<file path="config.mk">
export PLATFORM = sky130hd
export DESIGN_NAME = l2_burst_adapter
export DESIGN_NICKNAME = d
export VERILOG_FILES = /design/src/rtl/l2_burst_adapter.sv
export SDC_FILE = /design/constraint.sdc
export NUM_CORES = 1
export LEC_CHECK = 0
export BUFFER_PORTS_ARGS = -buffer_cell sky130_fd_sc_hd__buf_2
export CAP_MARGIN = 20
export CELL_PAD_IN_SITES_DETAIL_PLACEMENT = 2
export CELL_PAD_IN_SITES_GLOBAL_PLACEMENT = 2
export CORE_MARGIN = 2
export CORE_UTILIZATION = 35
export DETAILED_ROUTE_END_ITERATION = 8
export GPL_TIMING_DRIVEN = 0
export PLACE_DENSITY_LB_ADDON = 0.1
export REMOVE_ABC_BUFFERS = 1
export SLEW_MARGIN = 20
export SYNTH_ARGS = -nofsm -noshare
export SYNTH_HDL_FRONTEND = slang
export SYNTH_SLANG_ARGS = --single-unit
</file>
<file path="constraint.sdc">
create_clock -name clk -period 3 [get_ports clk]
set_input_delay 0.6 -clock clk [delete_from_list [all_inputs] [get_ports clk]]
set_output_delay 0.6 -clock clk [all_outputs]
set_load 0.01 [all_outputs]
</file>
<file path="src/rtl/l2_burst_adapter.sv">
// Line-to-burst adapter. It takes one full-line read or write from the arbitrated L2 port,
// runs it as BEATS sequential narrow transfers on the memory port, and returns a one-cycle l2_resp.
module l2_burst_adapter #(
    parameter int unsigned ADDR_W = 16,
    parameter int unsigned LINE_W = 128,
    parameter int unsigned BEAT_W = 32
) (
    input  logic              clk,
    input  logic              rst_n,
    input  logic              l2_read,
    input  logic              l2_write,
    input  logic [ADDR_W-1:0] l2_address,
    input  logic [LINE_W-1:0] l2_wdata,
    output logic [LINE_W-1:0] l2_rdata,
    output logic              l2_resp,
    output logic              pmem_read,
    output logic              pmem_write,
    output logic [ADDR_W-1:0] pmem_address,
    output logic [BEAT_W-1:0] pmem_wdata,
    input  logic [BEAT_W-1:0] pmem_rdata,
    input  logic              pmem_resp
);
    localparam int unsigned BEATS = LINE_W / BEAT_W;
    localparam int unsigned CNT_W = $clog2(BEATS);
    localparam int unsigned OFF   = $clog2(LINE_W / 8);
    localparam int unsigned BOFF  = $clog2(BEAT_W / 8);
    localparam logic [CNT_W-1:0] LAST_BEAT = CNT_W'(BEATS - 1);

    typedef enum logic [1:0] {StIdle, StRd, StWr, StDone} state_e;

    state_e                state;
    logic [CNT_W-1:0]      beat;
    logic [ADDR_W-OFF-1:0] line_addr;
    logic [LINE_W-1:0]     wline;
    logic [LINE_W-1:0]     rline;
    logic [LINE_W-1:0]     rline_next;
    logic                  unused_offset;

    // Offset bits of the request address are dropped; the burst always starts at beat 0.
    assign unused_offset = ^l2_address[OFF-1:0];

    // Read line with the current beat merged in. It is published to l2_rdata only on the
    // last beat, so l2_rdata keeps the previous line until a read actually completes.
    always_comb begin
        rline_next = rline;
        rline_next[beat*BEAT_W +: BEAT_W] = pmem_rdata;
    end

    assign pmem_address = {line_addr, beat, {BOFF{1'b0}}};
    assign pmem_wdata   = wline[beat*BEAT_W +: BEAT_W];

    always_ff @(posedge clk or negedge rst_n) begin
        if (!rst_n) begin
            state      <= StIdle;
            beat       <= '0;
            line_addr  <= '0;
            wline      <= '0;
            rline      <= '0;
            l2_rdata   <= '0;
            l2_resp    <= 1'b0;
            pmem_read  <= 1'b0;
            pmem_write <= 1'b0;
        end else begin
            l2_resp <= 1'b0;
            unique case (state)
                StIdle: begin
                    if (l2_write || l2_read) begin
                        line_addr <= l2_address[ADDR_W-1:OFF];
                        wline     <= l2_wdata;
                        beat      <= '0;
                        if (l2_write) begin
                            state      <= StWr;
                            pmem_write <= 1'b1;
                        end else begin
                            state     <= StRd;
                            pmem_read <= 1'b1;
                        end
                    end
                end
                StRd, StWr: begin
                    if (pmem_resp) begin
                        if (state == StRd) begin
                            rline <= rline_next;
                        end
                        if (beat == LAST_BEAT) begin
                            state      <= StDone;
                            pmem_read  <= 1'b0;
                            pmem_write <= 1'b0;
                            l2_resp    <= 1'b1;
                            if (state == StRd) begin
                                l2_rdata <= rline_next;
                            end
                        end else begin
                            beat <= beat + 1'b1;
                        end
                    end
                end
                StDone: begin
                    state <= StIdle;
                end
                default: begin
                    state <= StIdle;
                end
            endcase
        end
    end

endmodule

</file>
==> results.yml <==
clock_tree:
  cts_tree: "built"
  path_clk_slew_ns: 0.06
  cts_htree_levels: 2
  clock-sinks: 403
  cts_buffer_depth: 3
  cts_buffers: 47
  clk_latency_ns: 0.58
  ctsRootBufferMaster: "clkbuf_16"
setup_path:
  worst_setup_path_start_kind: "flip-flop"
  critical_path_depth: 5
  critPathArrivalTime_ns: 3.39
  r2r_cells: 5
  crit_path_end_kind: "flip-flop"
  worst-r2r-setup-slack_ns: 0.11
  criticalPathCategory: "reg -> reg"
  crit_fanout: 33
  path_cells: "inv_1 -> ha_4 -> and4bb_4 -> and2_4 -> a22o_1"
  r2r_end: "rline[20]"
  slowest_stage: "and4bb_4"
  critPathBufInv: 1
  critPathRequiredTime_ns: 3.51
  r2r_start: "beat[0]"
  cpPeakStageDelay_ns: 0.80
  cp_top_family: "simple AND/OR/NAND/NOR gates"
floorplanning:
  coreArea_mm2: 0.0479
  dieArea_mm2: 0.0505
  initial_core_util: 0.356
  ios: 360
  die_x_um: 225
  row_count: 80
  die_h_um: 225
sta:
  clock_skew_ns: 0.0115
  hold_viol: 0
  rsz0062_at_grt: "no"
  drv_slew: 0
  relSlewSlack: 0.481
  fin_crit_sh: 0.963
  clock.fmax_ghz: 0.346
  min_period_ns: 2.89
  worst_pin_slew_ns: 0.776
  tns_ns: 0
  setup_viol: 0
logic_synthesis:
  yosys-top-cells-area: "dfrtp_1 59%, mux2_2 9.3%, a22o_1 6.6%"
  synth_edf_count: 0
  synth_top_flop_cell: "dfrtp_1"
  postSynthAreaPerCell_um2: 13.1
  seq_area_frac_synth: 0.591
  yosys.area.top_type: "dfrtp_1"
  synth_commonest_cells: "403 x dfrtp_1, 141 x mux2_2, 134 x a21oi_1"
  ys_types: 36
  synth_most_common_cell: "dfrtp_1"
  yosys.area.top_type_share: 0.591
  ys_seq_elements: 403
  ys_warn_count: 0
  netlist_area_mm2: 0.0171
  synthArstFlopShare: 1.00
  syn-instance-count: 1304
drt:
  drtAntennaViolNets: 0
  drt-initial-drc-count: 788
  wl_mm: 59.0
  via_per_inst: 5.62
  drtPass1Iterations: 5
  via_count: 12700
  post_drt_wl_per_cell_um: 26.2
  drc: 0
flow_run:
  maxCapViolations: 0
pwr:
  peakVddDrop_mv: 0.495
  powerDensity_mw_per_mm2: 1080
  leakage_nw: 10.1
  fin_total_pwr_mw: 23.0
hold_path:
  hp-class: "in -> async"
cells_and_area:
  fin_nets: 1789
  drive_gt1_frac: 0.405
  area_growth_pct: 25.3
placed_design:
  routabilityCongestion: 0.716
  place.port_buffers: 353
  hpwl_mm: 38.8
global_routing:
  grt.total_usage: 0.238
  antenna_found_initial: 24
  grt_pass1_vias: 14500
  grt-ovfl-total: 0
  grt_max_degree: 91
  grt_pass1_wl_mm: 91.6
outcome:
  status: "finished, final reports clean"
timing repair:
item | in CTS | in global routing
resized for setup | 3 | 1
endpoints found under the setup margin | 53 | 32
cloned | 0 | 0
pin swaps | 3 | 0
buffers inserted | 1 | 0
hold buffers | 0 | 0
hold endpoints to repair | 0 | 0
power breakdown:
part           internal, mW  switching [mW]
combinational          4.22            4.33
sequential             7.55            1.31
clock                  3.28            2.30
cell usage in the layout (no fill, tap or decap), types with 3 or more instances in the layout:
cell type	count
buf_12	11
mux4_2	32
clkbuf_16	49
a2bb2oi_1	96
ha_1	7
a22o_1	128
clkbuf_1	18
nand3_1	97
clkinv_2	4
and3_4	3
mux2_2	141
dfrtp_1	401
o21ai_0	4
diode_2	5
a21oi_1	134
buf_16	22
clkbuf_8	12
nand2_2	4
buf_6	12
inv_2	4
buf_2	352
a221oi_1	32
inv_1	38
worst max path at each step:
| stage | end | startpoint |
|---|---|---|
| 2_1_floorplan | line_addr[0] | l2_write |
| 4_1_cts | rline[20] | beat[1] |
| 5_1_grt | rline[31] | beat[0] |
| 3_3_place_gp | l2_rdata[28] | beat[0] |
| 6_report | rline[20] | beat[0] |
| 3_5_place_dp | rline[8] | beat[1] |
stage by stage:
step | area [um^2] | hold WS (ns) | util | setup WS, ns | std cells
2_1_floorplan | 16300 | 0.304 | - | -4.67 | 1152
3_3_place_gp | 18800 | 0.481 | 0.393 | -9.28 | 2120
3_5_place_dp | 19800 | 0.481 | 0.414 | -0.104 | 2165
4_1_cts | 21400 | 0.0190 | 0.445 | 0.0451 | 2250
5_1_grt | 21400 | 0.0470 | 0.446 | 0.0258 | 2251
6_report | 21400 | 0.0177 | 0.446 | 0.112 | 2255
registers in the layout, summed over array words and instances (netlist names):
signal	cells
l2_rdata	128
rline	128
wline	128
line_addr	12
beat	2
state	2
l2_resp	1
pmem_read	1
pmem_write	1
cell families (layout without fill, tap and decap cells):
group                      count (synthesis)  after routing  share of synthesized area
DFF                                      403            403                      0.591
buffers and inverters                    195            525                     0.0545
muxes                                    173            173                      0.135
adders and majority gates                  8              8                    0.00587
AOI/OAI and AO/OA                        399            399                      0.174
other                                      1              7                   0.000220
and+or+nand+nor                          125            125                     0.0390
metal layers:
| metal | track usage | part of all wire | vias to the layer above |
|---|---|---|---|
| met5 | 0 | 0.0038 | - |
| met4 | 0.0788 | 0.028 | 36 |
| met3 | 0.0835 | 0.081 | 131 |
| met2 | 0.375 | 0.47 | 368 |
| met1 | 0.304 | 0.41 | 6695 |
| li1 | - | - | 5438 |
final cells by class:
cell class	count	area, um^2
flip-flops and latches	403	10100
diodes	5	12.5
fillers	4807	26600
inverters	42	158
clock buffers	79	1460
well taps	615	769
multi-input cells	707	6110
clock inverters	5	27.5
repair buffers	399	2750
Note: power is estimated with default switching activity, not from simulation.
